$ cat src/rtl/branch_resolve_queue.sv
// branch_resolve_queue: in-order queue of fetch-time branch predictions.
// Execute pops the oldest entry, checks it against the resolved outcome and
// drives a registered old_* update/recovery bundle to the branch predictor.
// A mispredict flushes every younger wrong-path entry.
// Optional feature: define BRQ_STATS_EN to add saturating branch and
// mispredict counters (stat_branches, stat_mispred).
module branch_resolve_queue #(
    parameter int DEPTH_LOG = 2
) (
    input  logic                 clk,
    input  logic                 rst,
    input  logic                 stall,
    input  logic                 push_valid,
    input  logic                 push_cond,
    input  logic [31:0]          push_pc,
    input  logic                 push_pred_taken,
    input  logic [31:0]          push_pred_pc,
    output logic                 push_ready,
    input  logic                 res_valid,
    input  logic                 res_taken,
    input  logic [31:0]          res_target,
    output logic [31:0]          old_pc,
    output logic [31:0]          old_branch_pc,
    output logic [31:0]          old_predict_pc,
    output logic                 old_predict,
    output logic                 old_actual,
    output logic                 old_branch,
    output logic                 mispredict,
    output logic [DEPTH_LOG:0]   count,
    output logic                 underflow
`ifdef BRQ_STATS_EN
    ,
    output logic [31:0]          stat_branches,
    output logic [31:0]          stat_mispred
`endif
);

    localparam int DEPTH = 1 << DEPTH_LOG;
    localparam logic [DEPTH_LOG-1:0] PTR_ONE = DEPTH_LOG'(1);
    localparam logic [DEPTH_LOG:0]   CNT_ONE = (DEPTH_LOG + 1)'(1);

    typedef enum logic {
        RUN     = 1'b0,
        RECOVER = 1'b1
    } state_t;

    state_t state, state_next;

    logic [31:0]          pc_mem      [DEPTH];
    logic [31:0]          pred_pc_mem [DEPTH];
    logic                 taken_mem   [DEPTH];
    logic                 cond_mem    [DEPTH];
    logic [DEPTH_LOG-1:0] wr_ptr;
    logic [DEPTH_LOG-1:0] rd_ptr;

    logic        full;
    logic        empty;
    logic        pop_fire;
    logic        pop_miss;
    logic        push_fire;
    logic [31:0] actual_next;
    logic        miss;

    // count never exceeds DEPTH, so its top bit alone means full
    assign full       = count[DEPTH_LOG];
    assign empty      = (count == '0);
    assign push_ready = ~full;

    // Head comparison and push/pop qualification; a full queue still takes a
    // push when the head pops in the same cycle, and a mispredicting pop
    // discards any push alongside it because that push is on the wrong path
    always_comb begin
        pop_fire    = res_valid & ~stall & ~empty;
        actual_next = res_taken ? res_target : (pc_mem[rd_ptr] + 32'd4);
        miss        = (res_taken != taken_mem[rd_ptr]) |
                      (pred_pc_mem[rd_ptr] != actual_next);
        pop_miss    = pop_fire & miss;
        push_fire   = push_valid & ~stall & (state == RUN) &
                      (~full | pop_fire) & ~pop_miss;
    end

    // Next-state logic: a one-cycle RECOVER window while the predictor redirects
    always_comb begin
        state_next = state;
        case (state)
            RUN:     if (pop_miss) state_next = RECOVER;
            RECOVER: state_next = RUN;
            default: state_next = RUN;
        endcase
    end

    // State register
    always_ff @(posedge clk or posedge rst) begin
        if (rst) state <= RUN;
        else     state <= state_next;
    end

    // Prediction storage; contents are only meaningful between the pointers
    always_ff @(posedge clk) begin
        if (push_fire) begin
            pc_mem[wr_ptr]      <= push_pc;
            pred_pc_mem[wr_ptr] <= push_pred_pc;
            taken_mem[wr_ptr]   <= push_pred_taken;
            cond_mem[wr_ptr]    <= push_cond;
        end
    end

    // Pointers and occupancy; a mispredict empties the queue by snapping rd_ptr to wr_ptr
    always_ff @(posedge clk or posedge rst) begin
        if (rst) begin
            wr_ptr <= '0;
            rd_ptr <= '0;
            count  <= '0;
        end else if (pop_miss) begin
            rd_ptr <= wr_ptr;
            count  <= '0;
        end else begin
            if (push_fire) wr_ptr <= wr_ptr + PTR_ONE;
            if (pop_fire)  rd_ptr <= rd_ptr + PTR_ONE;
            case ({push_fire, pop_fire})
                2'b10:   count <= count + CNT_ONE;
                2'b01:   count <= count - CNT_ONE;
                default: count <= count;
            endcase
        end
    end

    // Registered update bundle: valid for exactly one cycle after a pop, otherwise all zero
    always_ff @(posedge clk or posedge rst) begin
        if (rst) begin
            old_pc         <= '0;
            old_branch_pc  <= '0;
            old_predict_pc <= '0;
            old_predict    <= 1'b0;
            old_actual     <= 1'b0;
            old_branch     <= 1'b0;
            mispredict     <= 1'b0;
        end else if (pop_fire) begin
            old_pc         <= actual_next;
            old_branch_pc  <= pc_mem[rd_ptr];
            old_predict_pc <= pred_pc_mem[rd_ptr];
            old_predict    <= taken_mem[rd_ptr];
            old_actual     <= res_taken;
            old_branch     <= cond_mem[rd_ptr];
            mispredict     <= miss;
        end else begin
            old_pc         <= '0;
            old_branch_pc  <= '0;
            old_predict_pc <= '0;
            old_predict    <= 1'b0;
            old_actual     <= 1'b0;
            old_branch     <= 1'b0;
            mispredict     <= 1'b0;
        end
    end

    // Sticky flag for a resolve that arrives with nothing to resolve
    always_ff @(posedge clk or posedge rst) begin
        if (rst)                                 underflow <= 1'b0;
        else if (res_valid & ~stall & empty)     underflow <= 1'b1;
    end

`ifdef BRQ_STATS_EN
    // Saturating pop and mispredict counters
    always_ff @(posedge clk or posedge rst) begin
        if (rst) begin
            stat_branches <= '0;
            stat_mispred  <= '0;
        end else begin
            if (pop_fire && stat_branches != 32'hFFFF_FFFF)
                stat_branches <= stat_branches + 32'd1;
            if (pop_miss && stat_mispred != 32'hFFFF_FFFF)
                stat_mispred <= stat_mispred + 32'd1;
        end
    end
`endif

endmodule

$ cat config.mk
export PLATFORM = sky130hd
export DESIGN_NAME = branch_resolve_queue
export DESIGN_NICKNAME = d
export VERILOG_FILES = /design/src/rtl/branch_resolve_queue.sv
export SDC_FILE = /design/constraint.sdc
export NUM_CORES = 1
export LEC_CHECK = 0
export ABC_AREA = 1
export CORE_ASPECT_RATIO = 0.6
export CORE_MARGIN = 10
export CORE_UTILIZATION = 45
export CTS_CLUSTER_DIAMETER = 40
export CTS_CLUSTER_SIZE = 24
export DETAILED_ROUTE_END_ITERATION = 6
export PLACE_DENSITY = 0.67
export SLEW_MARGIN = 20
export SYNTH_ARGS = -nofsm -noshare
export SYNTH_HDL_FRONTEND = slang
export SYNTH_SLANG_ARGS = --single-unit
$ cat constraint.sdc
create_clock -name clk -period 9 [get_ports clk]
set_input_delay 2.7 -clock clk [delete_from_list [all_inputs] [get_ports clk]]
set_output_delay 2.7 -clock clk [all_outputs]
set_load 0.03 [all_outputs]
## Word-level counts from Yosys, hierarchy flattened

Memories as Yosys holds them, arrays and structs flattened.
Cells that the tools add are included.

- Register bits after elaboration: 109
- Memory bits (writable): 264
- Input port bits: 104
- Output and inout port bits: 105
- Logic and storage cells: 60
- Memories: 4

Memories:

| memory | words | bits a word | rd ports | clocked after Yosys merged registers in | wr ports | line | RTL |
|---|---|---|---|---|---|---|---|
| pc_mem | 4 | 32 | 1 | 0 | 1 | 49 | `logic [31:0] pc_mem [DEPTH];` |
| pred_pc_mem | 4 | 32 | 1 | 0 | 1 | 50 | `logic [31:0] pred_pc_mem [DEPTH];` |
| cond_mem | 4 | 1 | 1 | 0 | 1 | 52 | `logic cond_mem [DEPTH];` |
| taken_mem | 4 | 1 | 1 | 0 | 1 | 51 | `logic taken_mem [DEPTH];` |

- Add/sub/neg operators: 5
- Equality and inequality tests: 4
- Muxes and demuxes: 16
- Bitwise logic cells: 15
- Reduce and logical (&&, ||, !) cells: 4

Operators by type and width:

| cell | count |
|---|---|
| $mux 32 | 4 |
| $add 32x3->32 const B | 1 |
| $ne 32x32->1 | 1 |
| $and 1x1->1 | 8 |
| $mux 1 | 7 |
| $pmux 3 s2 | 1 |
| $not 1->1 | 5 |
| $add 2x1->2 const B | 2 |
| $mux 2 | 2 |
| $add 3x1->3 const B | 1 |
| $logic_not 3->1 | 1 |
| $mux 3 | 1 |
| $reduce_bool 3->1 | 1 |
| $sub 3x1->3 const B | 1 |
| $eq 2x1->1 const B | 1 |
| $eq 2x2->1 const B | 1 |
| $or 1x1->1 | 2 |
| $pmux 1 s2 | 1 |
| $reduce_and 2->1 | 1 |
| $reduce_bool 2->1 | 1 |
| $ne 1x1->1 | 1 |

## Logic depth before layout (Yosys ltp)

An unclocked memory read counts as a cell.

- Depth in word-level cells: 11
- Gate-level depth with buffers: 32
- Depth with buffers taken out: 30

## Worst setup path before layout

Ideal clock, no wire load.

- Path kind: input to register
- From: in res_taken
- To: mem cond_mem[0], enable pin
- Arrival: 7.074 ns
- Required time: 8.509 ns
- Path slack: 1.435 ns
- Stages: 16
- Buffers on the path: 3
- Cells stage by stage: inv_1 > clkbuf_1 > clkbuf_1 > buf_2 > nand2_1 > nand2_1 > nand2_1 > nand2_1 > nand2_1 > nor2_1 > nand2_1 > nor2_2 > nand3_4 > nand2_4 > nand2_4 > nor2_1

- Word-level cells in the longest chain between the ends: 8

Ends and longest elaborated chain:

| what | line | RTL |
|---|---|---|
| start, declared | 20 | `input logic res_taken,` |
| $mux 32 | 74 | `actual_next = res_taken ? res_target : (pc_mem[rd_ptr] + 32'd4);` |
| $ne 32x32->1 | 76 | `(pred_pc_mem[rd_ptr] != actual_next);` |
| $or 1x1->1 (*) | 75 | `miss = (res_taken != taken_mem[rd_ptr]) \|` |
| $and 1x1->1 (*) | 77 | `pop_miss = pop_fire & miss;` |
| $not 1->1 (no line) (*) | - |  |
| $and 1x1->1 (*) | 79 | `(~full \| pop_fire) & ~pop_miss;` |
| $mux 1 (*) | 100 | `if (push_fire) begin` |
| $mux 1 (not written as such) (*) | 104 | `cond_mem[wr_ptr] <= push_cond;` |
| end, declared | 52 |  |

Mark *: on every way between the ends. The rest lies on a longest branch, timed or not.

## Final worst setup path

- From: in res_taken
- To: mem pred_pc_mem[1][27], enable pin

- Word-level cells in the longest chain between the ends: 8

Ends and longest elaborated chain:

| what | line | RTL |
|---|---|---|
| $mux 32 | 74 |  |
| $ne 32x32->1 | 76 |  |
| $or 1x1->1 (*) | 75 |  |
| $and 1x1->1 (*) | 77 |  |
| $not 1->1 (no line) (*) | - |  |
| $and 1x1->1 (*) | 79 |  |
| $mux 1 (*) | 100 |  |
| $mux 1 (not written as such) (*) | 102 | `pred_pc_mem[wr_ptr] <= push_pred_pc;` |
| end, declared | 50 |  |

Marks and branches as above.

==> results.md <==
- Gr ovfl total: 0
- Distinct cells, synth: 45
- Period minus WS final: 7.253 ns
- CP max-delay cell: clkdlybuf4s50_1
- Post-DR wirelength/cell: 19.94 um
- Initial DRT Pass Iterations: 7
- Slowest Stage Delay on Critical Path: 0.95 ns
- Avg Cell Area, Syn: 10.29 um2
- Via/cell ratio: 5.136
- Worst setup EP type: flip-flop
- Setup TNS: 0 ns
- Residual DRC: 0
- Die width: 265.7 um
- Most used cell, CP: nor2_1
- Area share of the largest cell type after synthesis: 48.64%
- Comb pwr share: 39.2%
- Core Util, Final: 56.64%
- P_sw: 2.457 mW
- RSZ-0062 raised after global routing: no
- Maximum buffer depth of the clock tree: 3
- Cts-stage hold buffer count: 0
- Final std cells w/o fill: 2279
- Initial antenna violation count: 3
- Number of enable flip-flop cells after synthesis: 264
- Period utilization: 80.59%
- Seq/Total Area, Yosys: 65.37%
- Sequential Power Share: 34.9%
- Net Sw Frac: 40.58%
- Skew-Pair Late Insertion Delay: 0.55 ns
- Fin. Hold Viols: 0
- PortBufs: 208
- Post-DP HPWL: 31760 um
- Mux share of post-synthesis cell area: 0%
- First-pass GRT wire length: 69610 um
- Power density over cell area: 302.5 nW/um2
- P_leak: 8.447 nW
- Max cap viols: 0
- Top Ports: 209
- Simple-gate share of the synthesized area: 23.34%
- Layout cells sized above 1: 11.98%
- First DRT Iteration DRCs: 1194
- Post-synth ARST share: 29.22%
- Crit-path cells: clkdlybuf4s50_1, inv_2, or2_2, nand2_1, nor2_1, nor2_1, nand2_1, nor2_1, nand3_1, nor2_1, nand2_1, nor2_1, nand2_1, nor3_2, nand3_4, nand2_4, nand2_4, nor2_4, buf_12
- Final #Nets: 1893
- Synth-to-Final Area Change: 22.82%
- Syn Inst Count: 1584
- Area after DPL: 18760 um2
- Pin count of the biggest net entering global routing: 95
- Ys Warns: 0
- Clk root buf: clkbuf_16
- Commonest cells post-synth: 386 x nand2_1, 264 x edfxtp_1, 193 x inv_1, 193 x nor2_1, 133 x nand3_1
- Prevailing post-synth register cell: edfxtp_1
- Max FO, Critical Path: 56
- Startpoint Class: input pin
- Number of synthesized register bits: 373
- Post-route ant nets: 0
- Clock power share: 25.9%
- Inst Count DP: 2211
- Synth Net Count: 1694
- Largest family of logic cells by synthesized area: simple AND/OR/NAND/NOR gates
- Post-Syn Area: 16300 um2
- Critical Path AT: 7.47 ns
- HP Class: flip-flop to flip-flop
- VDD IR-drop max: 161.0 uV
- XOR/XNOR Fraction of Synth Area: 0.2149%
- Clock transition at path regs: 0.06 ns
- Vias: 11710
- # diodes: 0
- Number of global-route vias before repair: 11510
- Critical path class: input pin to flip-flop
- # setup viols final: 0
- Synth Area in Compound Gates: 3.731%
- GP Congestion: 0.8899
- Slew Limit Fails: 0
- # Post-CTS Setup Buffers: 0
- Top cells by area, synth: edfxtp_1 49%, dfrtp_1 17%, nand2_1 8.9%
- Resized Gates After CTS: 0
- Relative slew slack: 25.83%
- Die ar.: 44480 um2
- Die H: 167.4 um
- Setup Skew: 0.02417 ns
- Worst Tran Pin Value: 1.113 ns
- Most frequent cell after synthesis: nand2_1
- Crit path required time: 9.21 ns
- Num CTS Buffers: 37
- CTS tree: built
- Cell type with the highest aggregate area in the netlist: edfxtp_1
- Int Pwr: 3.598 mW
- Fmax achieved: 0.1379 GHz
- Post-Route WL: 45440 um
- Rows: 53
- CTS sink cnt: 373
- Starting Density: 46.11%
- CTS H-tree lvls: 2
- Core Box Area: 35350 um2
- Global Route Usage Sum: 20.33%
- Post-synthesis adder-cell area fraction: 0.5066%
- Final instance area: 20020 um2
- Status: finished clean
==> per-layer routing <==
layer | GRT usage [%] | up-vias | wire (um)
met5 | 0 | - | 43
li1 | - | 5536 | -
met3 | 5.661 | 78 | 4269
met1 | 27.67 | 5606 | 19730
met4 | 6.064 | 6 | 1188
met2 | 31.21 | 479 | 20210
==> per-stage QoR <==
| step | hold WS, ns | power (mW) | worst slack, ns |
|---|---|---|---|
| 2_1_floorplan | 0.4042 | 3.731 | 1.435 |
| 3_3_place_gp | 0.4610 | 4.479 | 1.406 |
| 3_5_place_dp | 0.4620 | 4.499 | 1.336 |
| 4_1_cts | 0.4757 | 6.066 | 1.890 |
| 5_1_grt | 0.5104 | 6.400 | 1.437 |
| 6_report | 0.4711 | 6.055 | 1.747 |
==> worst max-delay path, delay by kind of cell <==
| family | cells | cell delay [ns] |
|---|---|---|
| and+or+nand+nor | 16 | 2.78 |
| buffers and inverters | 3 | 1.89 |
==> cell families after synthesis <==
kind of cell	Yosys count
buffers and inverters	261
adders and majority gates	6
and+or+nand+nor	851
xor gates and xnor gates	4
DFF	373
AOI/OAI and AO/OA	89
==> final timing paths <==
path,from,endpoint,slack [ns],depth (start not counted)
max,res_taken,pred_pc_mem[1][27],1.75,19
min,underflow,underflow,0.47,1
max reg2reg,rd_ptr[0],pred_pc_mem[1][27],3.32,23
min reg2reg,underflow,underflow,0.47,1
max in group asynchronous,rst,old_branch_pc[0],5.40,3
min in group asynchronous,rst,old_pc[19],2.49,2
==> cell type report <==
| cell class | count | area (um2) |
|---|---|---|
| fill | 3013 | 15330 |
| inverter | 200 | 757.0 |
| clock buffer | 40 | 947.2 |
| timing repair buffer | 221 | 2208 |
| sequential | 373 | 10660 |
| multi-input combinational | 950 | 4559 |
| tap | 467 | 584.3 |
| clock inverter | 28 | 304.0 |
==> power groups by stage <==
stage	sequential [mW]	combinational (mW)	clock [mW]
CTS	2.12	2.36	1.59
finish	2.11	2.37	1.57
floorplan	2.33	1.40	0
detailed placement	2.15	2.35	0
global route	2.13	2.61	1.66
global placement	2.15	2.33	0
==> flip-flops by register name, indices dropped and copies added, names as in the netlist <==
register and count:
mispredict 1, pc_mem 128, pred_pc_mem 128, old_branch 1, underflow 1, old_predict_pc 32, taken_mem 4, old_pc 32
rd_ptr 2, old_predict 1, old_branch_pc 32, old_actual 1, state 1, wr_ptr 2, cond_mem 4, count 3
==> cell usage in the layout (no fill, tap or decap), types with 4 or more instances in the layout <==
master           Yosys  final
nor2_1             193    189
nor2_2              13     13
o21ai_0             17     17
edfxtp_1           264    264
dfrtp_1            109    108
nor2_4               6     10
inv_2                5      6
clkinv_8             0      5
nand3_1            133    133
ha_1                 5      5
clkbuf_16            0     37
nand3b_1             8      8
clkdlybuf4s50_1      0    208
buf_4                7     10
inv_6                0      5
a32oi_1             16     16
nand2_1            386    386
or2_2               70     70
clkinv_4             0      4
a21oi_1             33     33
inv_8                0      5
o21ai_1              5      5
a32o_1              10     10
clkinv_2             0      5
nand2_2             21     21
inv_1              193    190
or2_1                7      7
Note: power is estimated with default switching activity, not from simulation.
